==> config.mk <==
export PLATFORM = sky130hd
export DESIGN_NAME = result_indicator_flat
export DESIGN_NICKNAME = d
export VERILOG_FILES = /design/src/rtl/result_if.sv /design/src/rtl/result_indicator.sv /design/src/flat_wrapper.sv
export SDC_FILE = /design/constraint.sdc
export NUM_CORES = 1
export LEC_CHECK = 0
export ABC_AREA = 0
export CAP_MARGIN = 20
export CORE_MARGIN = 2
export CORE_UTILIZATION = 30
export DETAILED_ROUTE_END_ITERATION = 16
export HOLD_SLACK_MARGIN = 0.1
export SYNTH_ARGS = -nofsm -noshare
export SYNTH_HDL_FRONTEND = slang
export SYNTH_SLANG_ARGS = --single-unit
==> constraint.sdc <==
create_clock -name clk -period 2.9 [get_ports clk]
set_input_delay 0.435 -clock clk [delete_from_list [all_inputs] [get_ports clk]]
set_output_delay 0.435 -clock clk [all_outputs]
set_load 0.01 [all_outputs]
==> src/rtl/result_if.sv <==
// ============================================================================
// Module   : result_if
// Purpose  : Valid/ready result handshake from the classifier to result_indicator.
// Revision : 1.0
// ============================================================================
`default_nettype none

interface result_if;
  logic       result_valid;
  logic       result_ready;
  logic [3:0] result_class;
  logic [3:0] expected_class;

  modport master (
    output result_valid,
    output result_class,
    output expected_class,
    input  result_ready
  );

  modport slave (
    input  result_valid,
    input  result_class,
    input  expected_class,
    output result_ready
  );
endinterface

`default_nettype wire

==> src/rtl/result_indicator.sv <==
// ============================================================================
// Module   : result_indicator
// Purpose  : Compares the classifier digit with the switch setting and shows
//            match (solid LED) or miss (blinking LED) for FREQUENCY cycles.
//            Define RESULT_SEG_EN to build the seven-segment decode.
// Revision : 1.0
// ============================================================================
`default_nettype none

module result_indicator #(
  parameter int FREQUENCY = 50000000,
  parameter int BLINK_DIV = 5000000
) (
  input  wire        clk,
  input  wire        rst_n,
  result_if.slave    res,
  output logic       led_match_n,
  output logic       led_miss_n,
  output logic [7:0] seg_n,
  output logic       match_pulse,
  output logic       busy
);

  typedef enum logic [1:0] {
    IDLE  = 2'd0,
    LATCH = 2'd1,
    SHOW  = 2'd2
  } state_t;

  localparam int          c_blk_w    = (BLINK_DIV > 1) ? $clog2(BLINK_DIV) : 1;
  localparam logic [31:0] c_cnt_last = 32'(FREQUENCY - 1);
  localparam logic [c_blk_w-1:0] c_blk_last = c_blk_w'(BLINK_DIV - 1);

  state_t               r_state;
  state_t               w_state_nxt;
  logic [31:0]          r_cnt;
  logic [31:0]          w_cnt_nxt;
  logic [c_blk_w-1:0]   r_blk;
  logic [c_blk_w-1:0]   w_blk_nxt;
  logic                 r_phase;
  logic                 w_phase_nxt;
  logic                 r_match;
  logic [3:0]           r_class;
  logic [3:0]           r_expected;
  logic                 r_led_match_n;
  logic                 w_led_match_n_nxt;
  logic                 r_led_miss_n;
  logic                 w_led_miss_n_nxt;
  logic                 r_pulse;
  logic                 w_pulse_nxt;
  logic                 r_busy;
  logic                 r_ready;
  logic                 w_accept;
  logic                 w_match;
  logic                 w_load;
  logic                 w_cnt_last;
  logic                 w_blk_wrap;

  assign w_accept   = res.result_valid && r_ready;
  assign w_match    = (r_class == r_expected) && (r_class <= 4'd9);
  assign w_cnt_last = (r_cnt == c_cnt_last);
  assign w_blk_wrap = (r_blk == c_blk_last);

  // Output registers are loaded with the value they must show in the next state,
  // so every output is a flop with no combinational input path.
  always_comb begin
    w_state_nxt       = r_state;
    w_cnt_nxt         = r_cnt;
    w_blk_nxt         = r_blk;
    w_phase_nxt       = r_phase;
    w_led_match_n_nxt = 1'b1;
    w_led_miss_n_nxt  = 1'b1;
    w_pulse_nxt       = 1'b0;
    w_load            = 1'b0;
    case (r_state)
      IDLE: begin
        if (w_accept) w_state_nxt = LATCH;
      end
      LATCH: begin
        w_state_nxt       = SHOW;
        w_cnt_nxt         = 32'd0;
        w_blk_nxt         = '0;
        w_phase_nxt       = 1'b0;
        w_led_match_n_nxt = ~w_match;
        w_led_miss_n_nxt  = w_match;
        w_pulse_nxt       = w_match;
        w_load            = 1'b1;
      end
      SHOW: begin
        if (w_accept) begin
          w_state_nxt = LATCH;
        end else if (w_cnt_last) begin
          w_state_nxt = IDLE;
        end else begin
          w_cnt_nxt         = r_cnt + 32'd1;
          w_blk_nxt         = w_blk_wrap ? '0 : r_blk + 1'b1;
          w_phase_nxt       = r_phase ^ w_blk_wrap;
          w_led_match_n_nxt = ~r_match;
          w_led_miss_n_nxt  = r_match | (r_phase ^ w_blk_wrap);
        end
      end
      default: w_state_nxt = IDLE;
    endcase
  end

  always_ff @(posedge clk) begin
    if (!rst_n) begin
      r_state       <= IDLE;
      r_cnt         <= 32'd0;
      r_blk         <= '0;
      r_phase       <= 1'b0;
      r_match       <= 1'b0;
      r_class       <= 4'd0;
      r_expected    <= 4'd0;
      r_led_match_n <= 1'b1;
      r_led_miss_n  <= 1'b1;
      r_pulse       <= 1'b0;
      r_busy        <= 1'b0;
      r_ready       <= 1'b1;
    end else begin
      r_state       <= w_state_nxt;
      r_cnt         <= w_cnt_nxt;
      r_blk         <= w_blk_nxt;
      r_phase       <= w_phase_nxt;
      r_led_match_n <= w_led_match_n_nxt;
      r_led_miss_n  <= w_led_miss_n_nxt;
      r_pulse       <= w_pulse_nxt;
      r_busy        <= (w_state_nxt != IDLE);
      r_ready       <= (w_state_nxt != LATCH);
      if (w_load) r_match <= w_match;
      if (w_accept) begin
        r_class    <= res.result_class;
        r_expected <= res.expected_class;
      end
    end
  end

`ifdef RESULT_SEG_EN
  logic [7:0] r_seg_n;
  logic [7:0] w_seg_dec;

  always_comb begin
    w_seg_dec = 8'hBF;
    case (r_class)
      4'd0:    w_seg_dec = 8'hC0;
      4'd1:    w_seg_dec = 8'hF9;
      4'd2:    w_seg_dec = 8'hA4;
      4'd3:    w_seg_dec = 8'hB0;
      4'd4:    w_seg_dec = 8'h99;
      4'd5:    w_seg_dec = 8'h92;
      4'd6:    w_seg_dec = 8'h82;
      4'd7:    w_seg_dec = 8'hF8;
      4'd8:    w_seg_dec = 8'h80;
      4'd9:    w_seg_dec = 8'h90;
      default: w_seg_dec = 8'hBF;
    endcase
  end

  // A lit decimal point marks a miss.
  always_ff @(posedge clk) begin
    if (!rst_n) begin
      r_seg_n <= 8'hFF;
    end else if (w_load) begin
      r_seg_n <= w_match ? w_seg_dec : (w_seg_dec & 8'h7F);
    end
  end

  assign seg_n = r_seg_n;
`else
  assign seg_n = 8'hFF;
`endif

  assign res.result_ready = r_ready;
  assign led_match_n      = r_led_match_n;
  assign led_miss_n       = r_led_miss_n;
  assign match_pulse      = r_pulse;
  assign busy             = r_busy;

endmodule

`default_nettype wire

==> src/flat_wrapper.sv <==
// flat-port wrapper written by rule: the top's interface ports become plain ports
module result_indicator_flat 
#(
  parameter int FREQUENCY = 50000000,
  parameter int BLINK_DIV = 5000000
)
  (clk, rst_n, led_match_n, led_miss_n, seg_n, match_pulse, busy, res_result_valid, res_result_class, res_expected_class, res_result_ready);
  result_if res_i ();
  input  wire clk;
  input  wire rst_n;
  output logic led_match_n;
  output logic led_miss_n;
  output logic [7:0] seg_n;
  output logic match_pulse;
  output logic busy;
  input wire logic [$bits(res_i.result_valid)-1:0] res_result_valid;
  input wire logic [$bits(res_i.result_class)-1:0] res_result_class;
  input wire logic [$bits(res_i.expected_class)-1:0] res_expected_class;
  output wire logic [$bits(res_i.result_ready)-1:0] res_result_ready;
  assign res_i.result_valid = res_result_valid;
  assign res_i.result_class = res_result_class;
  assign res_i.expected_class = res_expected_class;
  assign res_result_ready = res_i.result_ready;
  result_indicator #(.FREQUENCY(FREQUENCY), .BLINK_DIV(BLINK_DIV)) u_core (.clk(clk), .rst_n(rst_n), .res(res_i), .led_match_n(led_match_n), .led_miss_n(led_miss_n), .seg_n(seg_n), .match_pulse(match_pulse), .busy(busy));
endmodule
==> results of run 1 <==
synthesized netlist by cell type, types with 5 or more instances:
| master | n | share of area (%) |
|---|---|---|
| nor2_1 | 45 | 4.6 |
| ha_1 | 6 | 2.0 |
| nand4_1 | 10 | 1.7 |
| a21oi_2 | 6 | 1.4 |
| dfxtp_1 | 72 | 39 |
| a21oi_1 | 30 | 4.1 |
| buf_4 | 9 | 1.8 |
| o31ai_1 | 9 | 1.8 |
| inv_1 | 7 | 0.71 |
| nor3_1 | 6 | 0.81 |
| o211ai_1 | 10 | 2.0 |
| and3_1 | 11 | 1.9 |
| nand2_1 | 41 | 4.2 |
| a211oi_1 | 5 | 1.0 |
| clkbuf_1 | 11 | 1.1 |
| a31oi_1 | 6 | 1.0 |
| o21ai_2 | 6 | 1.4 |
| nand3_1 | 30 | 4.1 |
| nor4_1 | 9 | 1.5 |
| xor2_1 | 12 | 2.9 |
| xnor2_1 | 20 | 4.8 |
| o21ai_0 | 8 | 1.1 |
flip-flops by register name, summed over array words and instances, names as in the netlist, 2 cells and up:
signal and flops:
u_core.r_blk 23, u_core.r_class 4, u_core.r_cnt 32, u_core.r_expected 4
u_core.r_state 2
per-stage QoR:
step	hold WS (ns)	worst slack (ns)	cell area, µm²	power, mW
after floorplan	0.443	0.738	3710	1.47
after global placement	0.457	0.332	4000	1.60
after detailed placement	0.463	0.155	4000	1.61
after CTS	0.470	0.280	4300	2.74
after global routing	0.491	0.118	4300	2.84
final	0.465	0.269	4300	2.71
worst max-delay path by stage:
stage / slack [ns] / to / cells past startpoint / start
floorplan: 0.74 / u_core.r_blk[10] / 7 / u_core.r_cnt[7]
global placement: 0.33 / u_core.r_cnt[27] / 7 / res_result_valid
detailed placement: 0.15 / u_core.r_cnt[29] / 7 / res_result_valid
CTS: 0.28 / u_core.r_blk[10] / 7 / u_core.r_cnt[0]
global route: 0.12 / u_core.r_blk[10] / 7 / u_core.r_cnt[0]
finish: 0.27 / u_core.r_blk[10] / 6 / u_core.r_cnt[6]
power by group:
part	switching, mW	total (mW)	internal [mW]
registers	0.0236	1.05	1.03
clock network	0.408	1.12	0.710
logic	0.369	0.542	0.173
total	0.801	2.71	1.91
critical path, cell delays in order, from the launching register on:
cell and delay [ns]:
dfxtp_1 0.42, or4b_1 0.46, or4_1 0.57, o21a_4 0.32, nor2_8 0.38, nor3_1 0.12, o221a_2 0.25
placed cells by master, fill, tap and decap left out, types with 11 or more instances in the layout:
cell / n
dfxtp_1: 72
a21oi_1: 30
xor2_1: 12
and3_1: 11
nand3_1: 30
buf_4: 14
nor2_1: 45
nand2_1: 41
xnor2_1: 20
clkdlybuf4s50_1: 15
per-layer routing:
| layer | track usage, % | up-vias |
|---|---|---|
| li1 | - | 1615 |
| met1 | 17.9 | 1494 |
| met2 | 21.7 | 50 |
| met5 | 0 | - |
| met4 | 3.61 | 0 |
| met3 | 4.64 | 8 |
cell families after synthesis:
group / count (synthesis) / share of synthesized area (%)
compound gates: 103 / 19.9
xor+xnor: 32 / 7.60
fa+ha+maj: 6 / 2.04
buf+inv: 35 / 5.12
flops: 72 / 39.1
other cells: 1 / 0.102
simple gates: 188 / 26.2
layout make-up:
| type | count | area [µm²] |
|---|---|---|
| clock buffer | 13 | 260 |
| clock inverter | 3 | 40.0 |
| fill | 1259 | 7710 |
| inverter | 7 | 26.3 |
| multi-input combinational | 337 | 2090 |
| sequential | 72 | 1440 |
| tap | 147 | 184 |
| timing repair buffer | 29 | 255 |
==> impl_summary.md, run 1 <==
Floorplan
The area of the core is 0.0120 mm². The die covers 0.0132 mm². The number of core rows is 40. For this configuration, the core starts out at a cell density of 30.7%. 24 I/O pins were placed. The die width is 115 µm. The die extent in y is 115 µm.

CTS
The number of levels in the clock H-tree is 3. Buffers added to address setup during post-CTS repair amount to 0. The clock net sink count is 72. The number of buffers created by CTS is 9. CTS placed an instance of clkbuf_16 at the clock tree root.

The maximum clock path buffer count is 2. The insertion delay of the later-clocked pin in the worst-skew pair is 0.34 ns. The TritonCTS clock tree is built. The post-cts sizing count is 0. The number of buffers inserted for hold repair after clock tree synthesis is 0. The clock transition at the register clock pins on the worst setup and hold paths after CTS is 0.06 ns.

Power and ir drop
IR analysis of the VDD net gives a maximum drop of 0.298 mV. Dividing total power by cell area gives a power density of 631 mW/mm². The static leakage is 1.44 nW.

STA
The maximum clock skew at final layout is 0.00822 ns. The shortest period the worst path allows is 2.63 ns. Headroom to the max-slew limit came out at 48.5%. After routing, the total negative slack on setup checks comes to 0 ns. The final-report setup violation count is 0.

After layout, the worst path uses 90.7% of the clock period. Setup repair after global routing left no endpoint under its margin. The final max-slew violation count is 0.

Timing would allow up to 0.380 GHz. At the pin with the least slew margin, the transition time is 0.753 ns. The final number of hold-violating endpoints is 0.

Layout
The core occupancy in the finished layout is 35.8%. Cells with a size suffix above 1 make up 10.6% of the layout. The net count of the finished layout is 473. The antenna cell count is 0. The filler-free cell count of the finished design is 608. The growth of design area from synthesis to finish is 16.6%.

Yosys
Yosys mapped a number of flops with a built-in enable equal to 0. The synthesis warning total is 0. Dividing the synthesized area by the synthesized cell count gives 8.44 µm². Yosys mapped the design onto 56 distinct sky130hd cell types.

The synthesized design contains 72 register bits. The gate count of the mapped netlist is 437. The proportion of synthesized chip area in sequential cells is 39.1%.

The post-synthesis instance area is 0.00369 mm². Among all flip-flop cells after synthesis, the most frequent one is dfxtp_1. The proportion of register bits with asynchronous set or reset after synthesis is 0%.

Routing
The wire length the detailed router placed on met1 is 4160 µm. The detail route stage leaves a number of antenna-violating nets equal to 0. The post-detailed-route wirelength per cell is 13.9 µm. The final route contains 3167 vias. The routed design has 8450 µm of wire. The number of design rule violations left after detail routing is 0. The first-iteration detailed-routing DRC count is 199.

The routed length on met2 is 3900 µm. The first-pass detailed-route iteration total is 4. The routed length on met3 is 316 µm. The top metal layer carrying routed signals is met4. In the routed layout, each cell is associated on average with a via count of 5.21.

GRT
The final global-route overflow total is 0. The via count of the first global-routing pass is 3008. The global-route wire length before repair is 14600 µm. The global-route usage over all layers is 13.7%.

Entering global routing, the biggest net connects 30 pins. The number of antenna violations at the first check in global routing is 0.

Hold path
The worst hold path terminates at u_core.r_expected[0]. The worst hold path class is flip-flop to flip-flop. The cell depth of the worst min-delay path is 2. The start point of the worst min-delay path is u_core.r_expected[0].

Critical path
The endpoint arrival time on the critical path is 2.86 ns. For the worst setup path, the data required time is 3.13 ns. Along the worst path, the maximum fanout reaches 26. The end of the worst register-to-register path is u_core.r_blk[10]. The startpoint of the worst-slack reg-to-reg timing path is u_core.r_cnt[6]. For the worst flop-to-flop path, the logic depth is 6. The start-to-end type of the worst setup path is flip-flop to flip-flop. The category of the worst setup path capture point is a flip-flop. The register-to-register path setup slack is 0.27 ns. STA classifies the critical path startpoint as a flip-flop.

Place
Once detailed placement completed, the half-perimeter wirelength came to 5890 µm. The final weighted congestion of routability-driven global placement is 0.807. The cell count after placement is 592. Port buffering added 15 buffers.

Status
The flow ran to the end, and the final reports show no timing, DRC or antenna violations.

Flow run
Across the run, the number of max-cap violations was 0.
Power figures use the tool's default switching activity.
==> inputs of run 2 (changes only) <==
--- a/config.mk
+++ b/config.mk
@@ -9,6 +9,7 @@
 export CAP_MARGIN = 20
 export CORE_MARGIN = 2
 export CORE_UTILIZATION = 30
+export CTS_BUF_LIST = sky130_fd_sc_hd__clkbuf_8 sky130_fd_sc_hd__clkbuf_16
 export DETAILED_ROUTE_END_ITERATION = 16
 export HOLD_SLACK_MARGIN = 0.1
 export SYNTH_ARGS = -nofsm -noshare
==> impl_summary.md, run 2 (synthesis results as in run 1) <==
Layout
The total non-filler cell area in the finished layout is 0.00430 mm². The largest register by flop count is u_core.r_cnt. The library cell used most frequently in the layout, excluding fill and tap cells, is dfxtp_1. The repair_antennas step left the layout with diodes totalling 0. The core occupancy in the finished layout is 35.8%. The share of final-layout standard cells stronger than drive strength 1 is 10.6%. The flip-flop count of the largest register, all copies and words added is 32. The net count of the finished layout is 473. The count of cells in the finished layout, fillers not included, comes to 608.

From synthesis to final layout, the design area changed by 16.6%. Leaving out fill and tap cells, the most frequent cells in the layout are dfxtp_1 (72), nor2_1 (45), nand2_1 (41). The largest registers in the layout are u_core.r_cnt: 32 flops, u_core.r_blk: 23 flops.

Routing
The pre-antenna-repair detailed-routing pass consisted of 4 iterations. In the final routed layout, each cell accounts on average for 13.9 µm. After detailed routing, the number of remaining DRC violations is 0. The per-cell via count in the routed design is 5.22. For this block, the routed nets add up to 8430 µm of wire. The residual antenna-violating net count after detailed routing is 0. The routed layout has 3174 vias. The first-iteration detailed-routing DRC count is 198.

STA
The final max-slew violation count was 0. Hold timing on the final database bottoms out at a slack of 0.465 ns. Setup slack closes at 0.270 ns.

On the final layout, the worst clock skew is 0.00852 ns. The final worst-path cycle share is 90.7%. The worst pin sits at a relative slew slack of 48.7%. The final number of hold-violating endpoints is 0. The total negative setup slack is 0 ns. The shortest period the worst path allows is 2.63 ns. The highest achievable clock rate is 0.380 GHz. Setup repair after global routing left no endpoint under its margin. At the pin with the least slew margin, the transition time is 0.750 ns.

Setup violations remaining at the end of the flow were counted as 0.

Flow run
The tool flagged a number of max-cap violations equal to 0.

CTS
The maximum clock path buffer count is 2. The number of buffers created by CTS is 9. The H-tree was split into 3 levels. The number of buffers inserted to repair setup after CTS is 0. The clock transition at the register clock pins on the worst setup and hold paths after CTS is 0.06 ns. Clock tree synthesis found a total of 72 sinks.

The insertion delay of the later-clocked pin in the worst-skew pair is 0.34 ns. The post-cts sizing count is 0. In this run the clock root is driven by a clkbuf_16.

For this design, the CTS-stage hold fixing added 0 buffers. The TritonCTS clock tree is built.

Floorplan
Once the floorplan was initialized, standard cells occupied 30.7% of the core. The top-level port count is 24. The die extent in y is 115 µm.

The die width is 115 µm. The die covers 0.0132 mm². The number of core rows is 40.

The core region is 0.0120 mm².

GRT
Global routing used 13.7% of the available tracks. For this run the aggregate overflow at the end of global routing stands at 0. The via count of the first global-routing pass is 3008.

The pin count of the biggest net entering global routing is 30. The global-route wire length before repair is 14600 µm. The number of antenna violations at the first check in global routing is 0.

Power and ir drop
Across the VDD grid, the largest voltage drop is 0.300 mV. The ratio of total power to cell area is 629 mW/mm². The static leakage is 1.45 nW.

The final total power is 2.70 mW.

Critical path
The termination of the worst setup path is u_core.r_blk[10]. In this run the critical register-to-register path is launched from u_core.r_cnt[6]. At the worst endpoint, the required time is 3.13 ns. The worst register-to-register path has a setup slack of 0.27 ns. Data arrives at the worst endpoint at 2.86 ns. The type of origin of the critical path is a flip-flop. The category of the worst setup path capture point is a flip-flop.

In this run the worst setup path begins at u_core.r_cnt[6]. The end of the worst register-to-register path is u_core.r_blk[10]. The start-to-end type of the worst setup path is flip-flop to flip-flop.

Measured in cells, the most critical reg-to-reg path has a length of 6. The largest fanout on the critical path is 26.

Place
The wire-length estimate of the detail-placed layout is 5890 µm. The number of placed instances, taps included, is 592. After detailed placement, the total cell area comes to 0.00400 mm². The post-placement worst setup slack is 0.155 ns. During placement, the flow inserted port buffers numbering 15. Routability-driven placement finished with a final weighted congestion of 0.807.

Status
The run finished with clean final reports.

Hold path
The worst hold path belongs to the class flip-flop to flip-flop.
==> run 2: worst max-delay path, stage by stage, from the launching register on <==
cell     delay [ns]
dfxtp_1        0.42
or4b_1         0.46
or4_1          0.57
o21a_4         0.32
nor2_8         0.38
nor3_1         0.12
o221a_2        0.25
==> run 2: power breakdown <==
group | total (mW) | internal, mW | switching [mW]
sequential | 1.05 | 1.03 | 0.0235
combinational | 0.541 | 0.173 | 0.369
clock | 1.11 | 0.703 | 0.409
total | 2.70 | 1.90 | 0.801
==> run 2: how the worst min path moves through the flow <==
stage,from,to,cells after the start,slack (ns)
after floorplan,u_core.r_blk[22],u_core.r_blk[22],2,0.44
after global placement,u_core.r_expected[2],u_core.r_expected[2],2,0.46
after detailed placement,u_core.r_expected[0],u_core.r_expected[0],2,0.46
after CTS,u_core.r_expected[3],u_core.r_expected[3],2,0.47
after global routing,u_core.r_class[0],u_core.r_class[0],2,0.49
final,u_core.r_expected[0],u_core.r_expected[0],2,0.46
==> run 2: area by class of cell <==
cell class	instances	area, µm²
Inverter	7	26.3
Sequential cell	72	1440
Tap cell	147	184
Clock buffer	11	253
Multi-Input combinational cell	337	2090
Fill cell	1259	7710
Clock inverter	5	47.5
Timing Repair Buffer	29	255
==> run 2: per-layer routing <==
metal | wire (µm) | global-route usage [%] | up-vias
met3 | 331 | 4.64 | 8
li1 | - | - | 1616
met2 | 3890 | 21.7 | 54
met5 | 0 | 0 | -
met1 | 4130 | 17.9 | 1496
met4 | 78 | 3.61 | 0
